--- config.mk ---
export PLATFORM = sky130hd
export DESIGN_NAME = merge_4
export DESIGN_NICKNAME = d
export VERILOG_FILES = /design/src/rtl/merge_4.sv
export SDC_FILE = /design/constraint.sdc
export NUM_CORES = 1
export LEC_CHECK = 0
export ABC_AREA = 1
export ABC_CLOCK_PERIOD_IN_PS = 2350
export BUFFER_PORTS_ARGS = -buffer_cell sky130_fd_sc_hd__buf_4
export CORE_UTILIZATION = 45
export DETAILED_ROUTE_END_ITERATION = 6
export GPL_ROUTABILITY_DRIVEN = 0
export GPL_TIMING_DRIVEN = 1
export PLACE_DENSITY = 0.79
export SYNTH_ARGS = -nofsm -noshare
export SYNTH_HDL_FRONTEND = slang
export SYNTH_SLANG_ARGS = --single-unit
export TNS_END_PERCENT = 100
--- constraint.sdc ---
create_clock -name clk -period 2.35 [get_ports clk]
set_clock_uncertainty 0.2 [all_clocks]
set_input_delay 0.1175 -clock clk [delete_from_list [all_inputs] [get_ports clk]]
set_output_delay 0.1175 -clock clk [all_outputs]
set_load 0.01 [all_outputs]
--- src/rtl/merge_4.sv ---
// Four-input round-robin merge onto one registered output channel.
// Each output word carries the 2-bit index of the input it came from.
module merge_4 #(
    parameter int unsigned WIDTH = 11
) (
    input  logic               clk,
    input  logic               rst_n,
    input  logic [3:0]         in_valid,
    input  logic [4*WIDTH-1:0] in_data,
    output logic [3:0]         in_ready,
    output logic               out_valid,
    output logic [WIDTH-1:0]   out_data,
    output logic [1:0]         out_src,
    input  logic               out_ready
);

    logic [1:0]       rr_ptr;
    logic             can_accept;
    logic             gnt_any;
    logic             gnt_found;
    logic [1:0]       gnt_idx;
    logic [1:0]       cand;
    logic [WIDTH-1:0] words [4];

    for (genvar i = 0; i < 4; i++) begin : g_unpack
        assign words[i] = in_data[i*WIDTH +: WIDTH];
    end

    // Gating with rst_n makes in_ready fall as soon as reset asserts.
    assign can_accept = rst_n & (~out_valid | out_ready);

    // Search starts one past the last winner and wraps modulo 4.
    always_comb begin
        gnt_found = 1'b0;
        gnt_idx   = rr_ptr;
        cand      = rr_ptr;
        for (int k = 0; k < 4; k++) begin
            cand = rr_ptr + 2'(k + 1);
            if (!gnt_found && in_valid[cand]) begin
                gnt_found = 1'b1;
                gnt_idx   = cand;
            end
        end
        gnt_any = gnt_found & can_accept;
    end

    assign in_ready = gnt_any ? (4'b0001 << gnt_idx) : 4'b0000;

    always_ff @(posedge clk or negedge rst_n) begin
        if (!rst_n) begin
            out_valid <= 1'b0;
            out_data  <= '0;
            out_src   <= 2'd0;
            rr_ptr    <= 2'd0;
        end else if (gnt_any) begin
            out_valid <= 1'b1;
            out_data  <= words[gnt_idx];
            out_src   <= gnt_idx;
            rr_ptr    <= gnt_idx;
        end else if (out_valid && out_ready) begin
            out_valid <= 1'b0;
        end
    end

endmodule

**Word level (Yosys, flattened, before mapping)**

Cells that the tools add are included.

- Bits in registers: 14
- Input bits: 51
- Output and inout bits: 18
- Logic and storage cells: 47

- Reduce and logical (&&, ||, !) cells: 8
- Shift operators: 1
- $lt $le $gt $ge: 5
- Multiplexer cells: 22
- Bitwise gates (word level): 5
- Add/subtract/negate cells: 3

Operators by type and width:

| kind | number |
|---|---|
| 11-bit binary-select mux with 2-bit select | 1 |
| 11-bit two-way mux | 2 |
| 2-bit by 3-bit < comparator with 1-bit output (second input constant) | 4 |
| 1-bit two-way mux | 10 |
| 1-bit binary-select mux with 2-bit select | 4 |
| 2-bit two-way mux | 4 |
| 2-bit adder (second input constant) | 2 |
| 1-bit logical AND | 4 |
| 4-bit two-way mux | 1 |
| 1-bit by 2-bit left shift with 4-bit output (first input constant) | 1 |
| 3-bit greater-or-equal comparator (second input constant) | 1 |
| 1-bit zero test | 3 |
| 2-bit NOT with 3-bit output | 1 |
| 2-bit by 1-bit adder with 2-bit output (second input constant) | 1 |
| 1-bit AND | 2 |
| 2-bit nonzero test | 1 |
| 1-bit NOT | 1 |
| 1-bit OR | 1 |

**Longest topological paths before layout**

Gate-level depths: netlist of the first run.

- Depth in word-level cells: 17
- Depth in mapped cells: 15
- Depth with buffers taken out: 13

**Worst setup path after synthesis of the first run**

Ideal clock, no wire load.

- Path type: flip-flop to output port
- Start point: reg rr_ptr[0]
- End point: out in_ready[0]
- Arrival time: 1.715 ns
- Data required time: 2.033 ns
- Buffers on the path: 2
- Cell stages (with the launch flop): 14
- Setup slack: 0.317 ns
- Path through: dfrtp_1 inv_2 buf_6 nand2_1 nand2_1 nand2_2 nand2_2 inv_2 nand3_2 inv_1 nand2_1 nand2_4 buf_8 nor3_1

- Word-level cells in the longest chain between the ends: 15
- Elaborated cells between the ends (all ways): 28
- Those cells by class: add/sub: 3; shift: 1; mux: 17; bitwise: 1; reduce/logical: 6

RTL lines:

| item | line | source |
|---|---|---|
| start, declared | 17 | `logic [1:0] rr_ptr;` |
| start signal, assigned | 59 | `rr_ptr <= gnt_idx;` |
| 2-bit by 1-bit adder with 2-bit output | 38 | `cand = rr_ptr + 2'(k + 1);` |
| 1-bit binary-select mux with 2-bit select | 39 | `if (!gnt_found && in_valid[cand]) begin` |
| 1-bit two-way mux (implied by the code) | 39 |  |
| 1-bit two-way mux | 39 |  |
| 1-bit zero test | 39 |  |
| 1-bit logical AND | 39 |  |
| 1-bit two-way mux | 39 |  |
| 1-bit zero test | 39 |  |
| 1-bit logical AND | 39 |  |
| 1-bit two-way mux | 39 |  |
| 1-bit zero test | 39 |  |
| 1-bit logical AND | 39 |  |
| 2-bit two-way mux or 1-bit two-way mux (tied branches) | 39 |  |
| 1-bit by 2-bit left shift with 4-bit output or 1-bit AND (tied branches) | 47, 44 |  |
| 4-bit two-way mux * | 47 | `assign in_ready = gnt_any ? (4'b0001 << gnt_idx) : 4'b0000;` |
| end, declared | 10 | `output logic [3:0] in_ready,` |

Mark *: on every way between the ends. The rest lies on a longest branch, timed or not. The select of a mux whose other input is x is not followed.

**Final worst setup path of the first run**

- Start point: reg rr_ptr[0]
- End point: out in_ready[2]

Same word-level chain as after synthesis.

==> flow_summary.json, run 1 <==
{
  "maxCapViolCount": 0,
  "grt_max_degree": 23,
  "nets": 358,
  "synthXorXnorAreaFrac_pct": 0,
  "cts-htree-levels": 1,
  "end_kind": "primary output",
  "drive_gt1_share_pct": 52.1,
  "final_core_util_pct": 84.7,
  "seq_area_sq_um": 353,
  "rsz0062_at_grt": "yes",
  "synth-compound-area-share_pct": 2.78,
  "muxShareOfSynthArea_pct": 0,
  "min-delay-start": "in_data[33]",
  "cts_buffers": 3,
  "syn_nets": 256,
  "cts.sinks": 14,
  "drc": 0,
  "setup_slack_ps": -17.4,
  "final_hold_viol_count": 1,
  "setup_violations": 1,
  "synth_top_family_by_area": "simple AND/OR/NAND/NOR gates",
  "tns_ps": -17.4,
  "dieArea_sq_um": 3120,
  "relSlewSlack_pct": 76.9,
  "synth-adder-area-share_pct": 0,
  "drt-total-wl_um": 5660,
  "via_count": 1960,
  "ir_drop_uv": 1620,
  "violations": "hold timing, setup timing",
  "io_buffer_count": 68,
  "viasPerCell": 5.83,
  "synth-seq-cells": 14,
  "final_common_cell": "buf_4",
  "grt_pass1_vias": 1519,
  "avgSynthCellArea_sq_um": 6.36,
  "ant_nets": 0,
  "wl_per_cell_um": 16.9,
  "p_leak_nw": 1.24,
  "grtUsageTotal_pct": 28.1,
  "tightest_slew_ps": 345,
  "path_clk_slew_ps": 80,
  "outcome": "finished, violations left",
  "cts_tree": "done",
  "crit_fanout": 6,
  "yosysWarningCount": 0,
  "fin_crit_ps": 2370,
  "seq_area_frac_synth_pct": 26.9,
  "syn_to_final_growth_pct": 79.1,
  "yosys.area_share.simple_pct": 60.2,
  "fp.coreArea_sq_um": 2760,
  "worstPathRequired_ps": 2030,
  "drt_iter0_drc": 170,
  "multi_input_area_sq_um": 997,
  "grt_pass1_wl_um": 7070,
  "yosys.area.top_type_share_pct": 26.9,
  "clkLatencyLatePin_ps": 270,
  "hold_class": "in2reg",
  "synth_area_leader_cell": "dfrtp_1",
  "first_pass_iters": 4,
  "rows": 19,
  "worst-endpoint-arrival_ps": 2050,
  "critPathKind": "reg2out",
  "synth_area_sq_um": 1300,
  "r2r-start": "rr_ptr[0]",
  "fp.dieH_um": 55.8,
  "fmax_mhz": 422,
  "antenna_found_initial": 0,
  "fill_cells": 168,
  "diodes": 0,
  "grt_overflow_total": 0,
  "dp_hpwl_um": 3030,
  "synthCells": 205,
  "start_kind": "register",
  "cts_root_buffer": "clkbuf_4",
  "synth.distinct_cells": 20,
  "finalMaxSlewViolations": 0,
  "cts_buffer_depth": 2,
  "power_density_nw_per_um2": 1890,
  "whs_ps": -2.88,
  "mostFrequentLayoutCells": "95 x buf_4, 64 x nand3_1, 51 x nand2_1",
  "min_period_over_period_pct": 101,
  "io_pins": 69,
  "die_x_um": 55.8,
  "yosys-top-cells-area": "dfrtp_1 27%, nand3_1 25%, nand2_1 20%",
  "start_util_pct": 47.3,
  "startpoint": "rr_ptr[0]"
}
-- synthesized netlist by cell type --
| cell | count |
|---|---|
| inv_2 | 3 |
| a31oi_1 | 1 |
| buf_8 | 1 |
| nand2_2 | 8 |
| nand3b_1 | 1 |
| nand3_1 | 66 |
| nand2_1 | 69 |
| or2_1 | 1 |
| o21ai_0 | 2 |
| dfrtp_1 | 14 |
| buf_4 | 3 |
| buf_2 | 7 |
| nor2_1 | 4 |
| inv_1 | 7 |
| nand2_4 | 1 |
| nor3_1 | 1 |
| o21ai_1 | 1 |
| nand3_2 | 10 |
| a21oi_1 | 3 |
| buf_6 | 2 |
-- report_power, final --
part,internal (mW),switching (mW)
Sequential,0.371,0.103
Clock,0.0593,0.0719
Combinational,1.64,2.16
Total,2.07,2.34
-- state kept, by name (all words and copies together) (netlist names) --
name	count
rr_ptr	2
out_data	11
out_valid	1
-- what timing repair did --
| item | 4_1_cts | 5_1_grt |
|---|---|---|
| resized for setup | 8 | 53 |
| hold buffers | 7 | 0 |
| setup endpoints to repair | 4 | 4 |
| buffers inserted | 2 | 24 |
| pin swaps | 1 | 23 |
| endpoints found under the hold margin | 20 | 0 |
| gates cloned | 0 | 1 |
-- logic make-up after synthesis --
logic type             after synthesis
AND/OR/NAND/NOR                    161
buffers and inverters               23
flip-flops                          14
AO/OA/AOI/OAI                        7
-- worst max-delay path: stages, from the launching register on --
cell and delay (ps):
dfrtp_2 480, buf_6 150, nand2_2 70, nand2_2 70
nand2_2 100, nand2_4 100, or2_4 280, nand2_4 70
nand2_4 70, nand2_8 100, nand2_4 60, nor2_2 110
buf_4 130
-- layout make-up --
cell class,count,area share (%)
multi-input combinational,169,42.7
timing repair buffer,109,37.3
sequential,14,15.1
inverter,10,2.25
tap,31,1.66
clock buffer,3,0.965
-- final timing paths --
check / end / slack (ps) / depth (start not counted)
max: in_ready[2] / -20 / 12
min: out_data[0] / -3 / 5
max reg2reg: out_data[8] / 20 / 15
min reg2reg: out_data[0] / 290 / 2
max in group asynchronous: rr_ptr[0] / 1730 / 2
min in group asynchronous: out_data[2] / 30 / 2
-- per-stage QoR --
step                cell area [sq um]  cells  power, mW  setup slack [ps]
finish                           2330    336       4.41             -17.4
global route                     2330    336       4.66             -81.5
CTS                              1950    311       3.07             -19.3
detailed placement               1820    299       2.83              82.4
global placement                 1820    299       2.80               144
floorplan                        1300    205       2.27               317
-- routing by layer --
layer	track usage, %	share of wire [%]
met3	2.09	11
met1	43.0	38
met4	8.71	2.7
met2	42.0	49
met5	0	0
No activity file was read; power rests on OpenSTA's default activity.
==> run 2: changes to the inputs <==
SKIP_LAST_GASP = 1   (was not set)
==> run 2 against run 1 <==
  * The run still ends with hold timing, setup timing left
  * Via count grew 3.0%
  * Fmax shrank 0.93%
  * Setup slack lost 22 ps
  * Flip-flop and latch count is the same
  * Wire length is essentially flat
  * Utilization shrank 1.4 points
  * Register-to-register slack lost 60 ps
  * Cell area shrank 1.7%
  * First-iteration DRC count shrank 7.1%
  * Non-clock buffer count shrank 1
  * Global-route usage is the same
  * Clock power grew 7%
  * Critical endpoint is now out_data[6]
  * Largest cell class unchanged
  * Largest power group unchanged
==> flow_summary.json, run 2 (synthesis results as in run 1) <==
{
  "outcome": "finished, violations left",
  "violations": "hold timing, setup timing",
  "setup_violations": 5,
  "nets": 357,
  "drt-total-wl_um": 5670,
  "setup_slack_ps": -39.6,
  "p_sw_mw": 2.31,
  "maxCapViolCount": 0,
  "dp_hpwl_um": 3030,
  "hold_class": "in2reg",
  "io_pins": 69,
  "path_clk_slew_ps": 80,
  "slowest_stage": "dfrtp_2",
  "power_density_nw_per_um2": 1870,
  "fin_area_sq_um": 2300,
  "syn_to_final_growth_pct": 76.1,
  "worst-endpoint-arrival_ps": 2360,
  "grt_overflow_total": 0,
  "mostFrequentLayoutCells": "96 x buf_4, 64 x nand3_1, 50 x nand2_1",
  "placed_area_sq_um": 1820,
  "worstPathRequired_ps": 2320,
  "critPathKind": "reg2reg",
  "pwr-share-seq_pct": 11.0,
  "drt_iter0_drc": 158,
  "drc": 0,
  "ant_nets": 0,
  "final_hold_viol_count": 1,
  "antenna_found_initial": 0,
  "cts_root_buffer": "clkbuf_4",
  "largest_reg_flops": 11,
  "io_buffer_count": 68,
  "rows": 19,
  "relSlewSlack_pct": 77.7,
  "cts_buffer_depth": 2,
  "end_kind": "register",
  "via_count": 2018,
  "rsz0062_at_grt": "yes",
  "cp_common_cell": "nand2_2",
  "viasPerCell": 6.02,
  "cts_tree": "done",
  "whs_ps": -11.4,
  "grt_pass1_wl_um": 7060,
  "combPwrFrac_pct": 85.7,
  "grt_pass1_vias": 1521,
  "fp.coreArea_sq_um": 2760,
  "finalMaxSlewViolations": 0,
  "cts-htree-levels": 1,
  "start_kind": "register",
  "drive_gt1_share_pct": 51.6,
  "slowest_delay_ps": 490,
  "start_util_pct": 47.3,
  "top_regs": "out_data (11), rr_ptr (2), out_valid (1)",
  "wl_per_cell_um": 16.9,
  "grtUsageTotal_pct": 28.1,
  "cts_buffers": 3,
  "p_sw_share_pct": 53.9,
  "fin_crit_ps": 2390,
  "tightest_slew_ps": 334,
  "fmax_mhz": 418,
  "fp.dieH_um": 55.8,
  "final_common_cell": "buf_4",
  "die_x_um": 55.8,
  "p_clk_share_pct": 3.3,
  "clkLatencyLatePin_ps": 290,
  "first_pass_iters": 5,
  "grt_max_degree": 23,
  "internal_power_mw": 1.97,
  "min_period_over_period_pct": 102,
  "dieArea_sq_um": 3120,
  "cts.sinks": 14,
  "crit_fanout": 7,
  "p_leak_nw": 1.23,
  "total_power_mw": 4.28,
  "worstPathCellList": "buf_6 > nand2_2 > nand2_4 > nand2_1 > nand2_2 > nand2_2 > nand2_2 > nand2_2 > nand2_4 > buf_4 > buf_4 > nand2_1 > nand3_1 > nand3_1 > nand2_1",
  "regMostFlops": "out_data",
  "diodes": 0,
  "ir_drop_uv": 1430
}
run 2: what timing repair did:
| item | in CTS | in global routing |
|---|---|---|
| gates resized for setup | 7 | 49 |
| hold buffers | 7 | 0 |
| cloned | 0 | 1 |
| endpoints found under the setup margin | 4 | 4 |
| pin swaps | 1 | 17 |
| endpoints found under the hold margin | 20 | 0 |
| buffers inserted | 2 | 23 |
run 2: worst paths after layout:
kind | endpoint | slack, ps | cells past startpoint | from
max | out_data[6] | -40 | 15 | rr_ptr[0]
min | out_data[0] | -10 | 5 | in_data[33]
max reg2reg | out_data[6] | -40 | 15 | rr_ptr[0]
min reg2reg | out_data[0] | 290 | 2 | out_data[0]
max in group asynchronous | rr_ptr[0] | 1750 | 2 | rst_n
min in group asynchronous | rr_ptr[1] | 20 | 2 | rst_n
run 2: power by group through the flow:
stage	clock, mW	combinational (mW)	sequential (mW)
floorplan	0	1.77	0.502
global placement	0	2.34	0.465
detailed placement	0	2.36	0.466
CTS	0.131	2.47	0.460
global route	0.148	3.89	0.484
finish	0.140	3.67	0.472
run 2: final cells by class:
class                   count  area, sq um
multi-input cells         169          985
repair buffers            108          847
fillers                   176          462
flip-flops and latches     14          353
inverters                  10         50.0
well taps                  31         38.8
clock buffers               3         22.5
run 2: metrics by stage:
step	std cells	utilization, %	setup slack (ps)	TNS [ps]
after global routing	335	83.3	-129	-952
after global placement	299	65.9	144	0
after CTS	311	70.6	-43.0	-57.8
final	335	83.3	-39.6	-130
after detailed placement	299	65.9	82.4	0
after floorplan	205	-	317	0
run 2: metal layers:
| layer | vias to the layer above | global-route usage [%] | wire length, um |
|---|---|---|---|
| met4 | 0 | 8.71 | 183 |
| met1 | 939 | 43.0 | 2220 |
| li1 | 887 | - | - |
| met2 | 159 | 42.0 | 2700 |
| met5 | - | 0 | 0 |
| met3 | 33 | 2.09 | 564 |
run 2: worst max-delay path: cells and delay by family (launching register included):
kind	cells	cell delay, ps
buffers and inverters	3	470
flip-flops	1	490
AND/OR/NAND/NOR	12	1100
